--- src/rtl/tile_game_pkg.sv ---
// Shared types and constants for the reaction-tile game sequencer.
package tile_game_pkg;

  typedef enum logic [1:0] {
    StIdle = 2'd0,
    StPlay = 2'd1,
    StOver = 2'd2
  } state_e;

  localparam logic [2:0] BLACK  = 3'b000;
  localparam logic [2:0] RED    = 3'b100;
  localparam logic [2:0] YELLOW = 3'b110;

  localparam int unsigned TILE_IDX_W = 3;

  // Lives never wrap below zero.
  function automatic logic [3:0] sat_sub(input logic [3:0] a, input logic [3:0] b);
    return (a > b) ? (a - b) : 4'd0;
  endfunction

endpackage

--- src/rtl/tile_game_ctrl_rr_arbiter.sv ---
// Combinational round-robin picker: first pending index at or after ptr, wrapping at N.
module rr_arbiter
  import tile_game_pkg::*;
#(
  parameter int unsigned N = 4
) (
  input  logic [N-1:0]            pending_i,
  input  logic [TILE_IDX_W-1:0]   ptr_i,
  output logic [TILE_IDX_W-1:0]   grant_o,
  output logic                    valid_o
);

  // First pass covers [ptr, N); second pass falls back to the lowest pending index.
  always_comb begin
    grant_o = '0;
    valid_o = 1'b0;
    for (int i = 0; i < int'(N); i++) begin
      if (!valid_o && pending_i[i] && (i >= int'(ptr_i))) begin
        valid_o = 1'b1;
        grant_o = TILE_IDX_W'(i);
      end
    end
    for (int i = 0; i < int'(N); i++) begin
      if (!valid_o && pending_i[i]) begin
        valid_o = 1'b1;
        grant_o = TILE_IDX_W'(i);
      end
    end
  end

endmodule

--- src/rtl/tile_game_ctrl.sv ---
// Game sequencer for an array of reaction tiles: FSM, tile tick, lives counter and a
// round-robin draw arbiter sharing one plotter among all tiles.
module tile_game_ctrl
  import tile_game_pkg::*;
#(
  parameter int unsigned N_TILES    = 4,
  parameter int unsigned LIVES_INIT = 3,
  parameter int unsigned TICK_DIV   = 4
) (
  input  logic                    clk,
  input  logic                    resetn,
  input  logic                    start_key,
  input  logic [N_TILES-1:0]      tile_lose_life,
  input  logic [3*N_TILES-1:0]    tile_colour,
  output logic                    tile_enable,
  output logic                    tile_resetn,
  output logic [3:0]              lives,
  output logic                    game_over,
  output logic                    draw_req,
  output logic [TILE_IDX_W-1:0]   draw_tile,
  output logic [2:0]              draw_colour,
  input  logic                    draw_ack
);

  localparam int unsigned CntW = (TICK_DIV > 1) ? $clog2(TICK_DIV) : 1;
  localparam logic [CntW-1:0] CntLast = CntW'(TICK_DIV - 1);

  state_e                  state_q, state_d;
  logic [3:0]              lives_q, lives_d, lives_left, lose_cnt;
  logic [CntW-1:0]         cnt_q, cnt_d;
  logic                    enable_q, enable_d;
  logic                    start_key_q, start_edge;

  logic [3*N_TILES-1:0]    shadow_q, shadow_d;
  logic [TILE_IDX_W-1:0]   ptr_q, ptr_d;
  logic                    req_q, req_d;
  logic [TILE_IDX_W-1:0]   tile_q, tile_d;
  logic [2:0]              colour_q, colour_d;
  logic [N_TILES-1:0]      pending;
  logic [TILE_IDX_W-1:0]   grant;
  logic                    grant_valid;
  logic [2:0]              grant_colour;

  assign start_edge = start_key & ~start_key_q;

  always_comb begin
    lose_cnt = '0;
    for (int i = 0; i < int'(N_TILES); i++) begin
      lose_cnt = lose_cnt + 4'(tile_lose_life[i]);
    end
  end

  assign lives_left = sat_sub(lives_q, lose_cnt);

  // Counter is zero outside PLAY, so a fresh game always starts the tick phase at 0.
  always_comb begin
    state_d  = state_q;
    lives_d  = lives_q;
    cnt_d    = '0;
    enable_d = 1'b0;
    unique case (state_q)
      StIdle, StOver: begin
        if (start_edge) begin
          state_d = StPlay;
          lives_d = 4'(LIVES_INIT);
        end
      end
      StPlay: begin
        lives_d = lives_left;
        if (lives_left == 4'd0) begin
          state_d = StOver;
        end else begin
          cnt_d    = (cnt_q == CntLast) ? '0 : cnt_q + CntW'(1);
          enable_d = (cnt_q == CntLast);
        end
      end
      default: state_d = StIdle;
    endcase
  end

  always_ff @(posedge clk) begin
    if (!resetn) begin
      state_q     <= StIdle;
      lives_q     <= '0;
      cnt_q       <= '0;
      enable_q    <= 1'b0;
      start_key_q <= 1'b0;
    end else begin
      state_q     <= state_d;
      lives_q     <= lives_d;
      cnt_q       <= cnt_d;
      enable_q    <= enable_d;
      start_key_q <= start_key;
    end
  end

  assign tile_enable = enable_q;
  assign tile_resetn = (state_q == StPlay);
  assign game_over   = (state_q == StOver);
  assign lives       = lives_q;

  always_comb begin
    for (int i = 0; i < int'(N_TILES); i++) begin
      pending[i] = (tile_colour[3*i +: 3] != shadow_q[3*i +: 3]);
    end
  end

  rr_arbiter #(
    .N (N_TILES)
  ) u_rr_arbiter (
    .pending_i (pending),
    .ptr_i     (ptr_q),
    .grant_o   (grant),
    .valid_o   (grant_valid)
  );

  always_comb begin
    grant_colour = BLACK;
    for (int i = 0; i < int'(N_TILES); i++) begin
      if (grant == TILE_IDX_W'(i)) grant_colour = tile_colour[3*i +: 3];
    end
  end

  // Request fields freeze while outstanding; a tile that changed again stays pending.
  always_comb begin
    req_d    = req_q;
    tile_d   = tile_q;
    colour_d = colour_q;
    shadow_d = shadow_q;
    ptr_d    = ptr_q;
    if (req_q) begin
      if (draw_ack) begin
        req_d = 1'b0;
        for (int i = 0; i < int'(N_TILES); i++) begin
          if (tile_q == TILE_IDX_W'(i)) shadow_d[3*i +: 3] = colour_q;
        end
        ptr_d = (tile_q == TILE_IDX_W'(N_TILES - 1)) ? '0 : tile_q + TILE_IDX_W'(1);
      end
    end else if (grant_valid) begin
      req_d    = 1'b1;
      tile_d   = grant;
      colour_d = grant_colour;
    end
  end

  always_ff @(posedge clk) begin
    if (!resetn) begin
      req_q    <= 1'b0;
      tile_q   <= '0;
      colour_q <= BLACK;
      shadow_q <= '0;
      ptr_q    <= '0;
    end else begin
      req_q    <= req_d;
      tile_q   <= tile_d;
      colour_q <= colour_d;
      shadow_q <= shadow_d;
      ptr_q    <= ptr_d;
    end
  end

  assign draw_req    = req_q;
  assign draw_tile   = tile_q;
  assign draw_colour = colour_q;

endmodule
--- config.mk ---
export PLATFORM = sky130hd
export DESIGN_NAME = tile_game_ctrl
export DESIGN_NICKNAME = d
export VERILOG_FILES = /design/src/rtl/tile_game_pkg.sv /design/src/rtl/tile_game_ctrl_rr_arbiter.sv /design/src/rtl/tile_game_ctrl.sv
export SDC_FILE = /design/constraint.sdc
export NUM_CORES = 1
export LEC_CHECK = 0
export ABC_CLOCK_PERIOD_IN_PS = 3550
export BUFFER_PORTS_ARGS = -buffer_cell sky130_fd_sc_hd__buf_4
export CORE_MARGIN = 4
export CORE_UTILIZATION = 55
export DETAILED_ROUTE_END_ITERATION = 16
export MAX_ROUTING_LAYER = met4
export PLACE_DENSITY = 0.79
export SYNTH_ARGS = -nofsm -noshare
export SYNTH_HDL_FRONTEND = slang
export SYNTH_SLANG_ARGS = --single-unit
--- constraint.sdc ---
create_clock -name clk -period 3.55 [get_ports clk]
set_clock_uncertainty 0.2 [all_clocks]
set_input_delay 0.1775 -clock clk [delete_from_list [all_inputs] [get_ports clk]]
set_output_delay 0.1775 -clock clk [all_outputs]
set_load 0.01 [all_outputs]
==> Word-level counts from Yosys, hierarchy flattened <==
Index checks and enable logic that the tools add are counted.
{ "classes": {"n_lt_le_gt_ge": 5, "mux": 29, "reduce_logical": 34, "eq_ne": 15, "n_bitwise": 5, "addsub": 6} }
{ "ops": {"columns": ["cell", "count"], "rows": [
  ["2-to-1 mux 2 bit", 8],
  ["2-to-1 mux 3 bit", 5],
  ["== test 3 x 2 -> 1 bit (second input constant)", 4],
  ["2-to-1 mux 1 bit", 12],
  ["!= test 3 bit", 4],
  ["AND reduction 3 bit", 4],
  ["logical AND 1 bit", 11],
  ["2-to-1 mux 4 bit", 2],
  ["case mux 4 bit (2 select lines)", 1],
  ["AND reduction 2 bit", 4],
  ["zero test 1 bit", 7],
  ["== test 3 x 1 -> 1 bit (second input constant)", 2],
  ["greater-or-equal comparator 1 x 3 -> 1 bit (first input constant)", 2],
  ["greater-or-equal comparator 2 x 3 -> 1 bit (first input constant)", 2],
  ["zero test 3 bit", 2],
  ["adder 3 x 1 -> 4 bit", 1],
  ["== test 2 bit (second input constant)", 2],
  ["> comparator 4 bit", 1],
  ["zero test 4 bit", 1],
  ["inverter 1 bit", 4],
  ["case mux 2 bit (2 select lines)", 1],
  ["OR reduction 4 bit", 1],
  ["subtractor 4 bit", 1],
  ["adder 2 x 1 -> 3 bit", 1],
  ["other kinds (11)", 11]
]} }
{ "totals": {"inputBits": 20, "regBits": 32, "out_inout_bits": 14} }

==> Logic depth before layout (Yosys ltp) <==
{ "depth": {"depth_word": 32, "mapped_depth": 11} }

==> Cells and area by module <==
A second synthesis with hierarchy kept.
{ "unflattened": {"cells_unflattened": 199, "hier_area_um2": 1851.8} }
{ "by_module_without_submodules": {"columns": ["module", "instances", "seq_area_each_um2", "cells_each", "area_per_inst_um2"], "rows": [
  ["tile_game_ctrl", 1, 640.6, 180, 1732.9],
  ["rr_arbiter", 1, 0.0, 19, 118.9]
]} }

==> Worst setup path before layout <==
No wires, ideal clock.
{ "synth_path": {"path_type": "input port to flip-flop", "start": "in tile_lose_life[0]", "end": "reg cnt_q[1]", "path_stages": 10, "t_required_ps": 3234, "slack_ps": 713, "arrival_time_ps": 2521, "path_buffers": 0, "setup_time_ps": 116, "path_cell_list": "fa_1 > ha_1 > ha_1 > fa_1 > xnor2_1 > nand3b_1 > nand4bb_1 > o311a_1 > and3_1 > and3b_1"} }
{ "synth_between": {"elab_chain_len": 7, "word_cells_on_any_way": 8} }
{ "synth_rtl": {"columns": ["item", "line", "rtl"], "rows": [
  ["start: declaration", "tile_game_ctrl.sv:13", "input logic [N_TILES-1:0] tile_lose_life,"],
  ["adder 1 x 1 -> 2 bit *", "tile_game_ctrl.sv:49", "lose_cnt = lose_cnt + 4'(tile_lose_life[i]);"],
  ["adder 2 x 1 -> 3 bit *", "tile_game_ctrl.sv:49", null],
  ["adder 3 x 1 -> 4 bit *", "tile_game_ctrl.sv:49", null],
  ["subtractor 4 bit / > comparator 4 bit (equally long branches)", "tile_game_pkg.sv:18", "return (a > b) ? (a - b) : 4'd0;"],
  ["2-to-1 mux 4 bit *", "tile_game_pkg.sv:18", null],
  ["zero test 4 bit *", "tile_game_ctrl.sv:70", "if (lives_left == 4'd0) begin"],
  ["OR reduction 4 bit (no source line) *", null, null],
  ["end signal: assignment", "tile_game_ctrl.sv:91", "cnt_q <= cnt_d;"],
  ["end: declaration", "tile_game_ctrl.sv:30", "logic [CntW-1:0] cnt_q, cnt_d;"]
]} }
Mark *: on every way between the ends. The rest lies on a longest branch, timed or not.
A chain may end at the register's enable or synchronous reset.

==> Final worst setup path <==
{ "layout_path": {"start": "in tile_lose_life[0]", "end": "reg cnt_q[0]"} }
The elaborated chain is that of the path after synthesis.

==> results.cfg <==
[floorplanning]
die_area_sq_um = 4270
die_h_um = 65.3
start_util_pct = 58.2
core-area_sq_um = 3100
rows = 20
dieWidth_um = 65.3
ios = 34

[yosys]
post_synth_mux_area_share_pct = 0.554
yosysSeqAreaShare_pct = 33.2
synth_top_family_by_area = compound AO/OA/AOI/OAI gates
async_reset_ff_share_pct = 0
yosysMostFrequentCell = dfxtp_1
synth_top_area_share_pct = 33.2
synth_adder_area_share_pct = 9.14
syn-num-nets = 240
ys_ff_latch = 30
ys.warnings.count = 0
synthFlopType = dfxtp_1
avgSynthCellArea_sq_um = 8.69
yosysTopAreaCell = dfxtp_1
syn_inst = 208
synth-compound-area-share_pct = 23.3
synthSimpleGateAreaFrac_pct = 23.1
synth_xor_area_share_pct = 6.72
synth_edf_count = 0
synth_area_sq_um = 1810
synthTopCellsByCount = dfxtp_1, nand2_1, nand3_1
ys_top_cells_by_area = dfxtp_1, ha_1, a21boi_0
synth_cell_types = 48

[clock_network]
holdBufCountCts = 7
cts_buffer_depth = 2
clock_sink_count = 30
cts_setup_buffers = 0
ctsResizeCount = 0
cts_tree = done
clkLatencyLatePin_ps = 330
cts_made_buffers = 5
cts_root_buf = clkbuf_4
h-tree-depth = 2
clk_pin_slew_ps = 90

[final_layout]
fillers = 287
area_growth_pct = 23.1
final_nets = 280
fin_area_sq_um = 2220
antenna_cells = 0
drive_above_1_share_pct = 19.3
layout.cells.non_filler = 293
post-route-util_pct = 71.7

[routing]
via_count = 1604
wire_per_inst_um = 13.3
dr.pass1.iters = 4
routed_via_density = 5.47
drtIter0Drc = 72
drt-total-wl_mm = 3.90
drc = 0
antenna_left = 0

[sta]
holdWs_ps = 57.4
layout_min_cycle_time_ps = 2770
setup-tns-final_ps = 0
hold_viol_final = 0
setup_viol = 0
slew_headroom_pct = 58.9
fin_crit_sh_pct = 77.9
fmax_mhz = 362
worst_slew_pin_slew_ps = 612
timing.final.ws_setup_ps = 785
rsz0062_at_grt = false
drv_slew = 0

[grt]
grt.met2_usage_pct = 31.6
globalRoute.totalOverflow = 0
antenna_found_initial = 0
use_met1_pct = 26.9
grt_max_degree = 30
grt-busiest-layer = met2
grt_usage_pct = 20.9
use_met3_pct = 4.96
grt_pass1_wl_mm = 6.76
grt_pass1_vias = 1511

[placed_design]
place_ws_ps = 455
place_area_sq_um = 2080
hpwlAfterDp_mm = 2.98
dp_cells = 278
portBuffers = 32
gp_congestion = 0.876

[worst_setup_path]
crit_path_frequent_cell = ha_1
critPathMaxFanout = 4
path_cells = buf_4 -> fa_1 -> ha_1 -> ha_1 -> inv_1 -> ha_1 -> nor2b_1 -> o21ai_0 -> nor2b_1 -> o311a_1 -> and3_1 -> nor3b_1
worstPathRequired_ps = 3610
crit_arrival_ps = 2820
crit_type = in2reg
slowest_stage = fa_1
endpoint_kind = register
slowest_delay_ps = 470
start_kind = primary input

[power_and_ir_drop]
power_density_nw_per_um2 = 382
total_power_mw = 0.849
p_leak_nw = 0.917
ir_drop_uv = 355

[outcome]
status = finished, final reports clean

[run]
max_cap_viol_count = 0

[worst_hold_path]
hold_class = in2reg
[layout make-up]
| type | count | area [sq um] | area share (%) |
|---|---|---|---|
| repair buffers | 39 | 310 | 13.9 |
| well taps | 44 | 55.1 | 2.47 |
| clock buffers | 8 | 78.8 | 3.54 |
| multi-input cells | 161 | 1140 | 51.2 |
| flip-flops and latches | 30 | 601 | 27.0 |
| inverters | 11 | 41.3 | 1.86 |
[sequential cells by signal, indices dropped and copies added (netlist names)]
register and flops:
tile_enable 1, start_key_q 1, draw_colour 3, shadow_q 12, state_q 2, cnt_q 2
ptr_q 2, draw_tile 2, draw_req 1, lives 4
[where the power goes]
part | internal [mW] | switching [mW]
sequential | 0.354 | 0.0193
combinational | 0.110 | 0.118
clock | 0.135 | 0.113
[final timing paths]
kind / startpoint / to / slack, ps / depth (start not counted)
setup / recovery: tile_lose_life[0] / cnt_q[0] / 780 / 12
hold / removal: tile_colour[0] / draw_colour[0] / 60 / 4
setup reg to reg: lives[0] / cnt_q[1] / 1130 / 9
hold reg to reg: cnt_q[0] / cnt_q[0] / 230 / 1
[cells in the final DEF, fill, tap and decap left out, types with 3 or more instances in the layout]
cell type / n
inv_1: 11
clkbuf_4: 5
buf_4: 32
nor2_1: 5
nand2_1: 24
dlygate4sd3_1: 7
o311a_1: 4
and2_1: 5
clkbuf_8: 3
a21oi_1: 4
xor2_1: 11
nor2b_1: 8
a21boi_0: 15
nand3_1: 17
ha_1: 10
nor3_1: 7
o21ai_0: 13
dfxtp_1: 30
[layer usage]
| layer | wire length (um) | share of wire, % |
|---|---|---|
| met2 | 1710 | 44 |
| met4 | 73 | 1.9 |
| met3 | 292 | 7.5 |
| met1 | 1830 | 47 |
| met5 | 0 | 0 |
[cells by family (layout without fill, tap and decap cells)]
group,count (synthesis),after routing
AOI/OAI and AO/OA,55,55
xor gates and xnor gates,13,13
adders and majority gates,12,12
buffers and inverters,17,58
DFF,30,30
muxes,1,1
other,1,1
and+or+nand+nor,79,79
[critical path: cells and delay by family]
kind            cells  cell delay (ps)
buf+inv             2              160
fa+ha+maj           4             1250
compound gates      2              440
simple gates        4              790
Power figures use the tool's default switching activity.
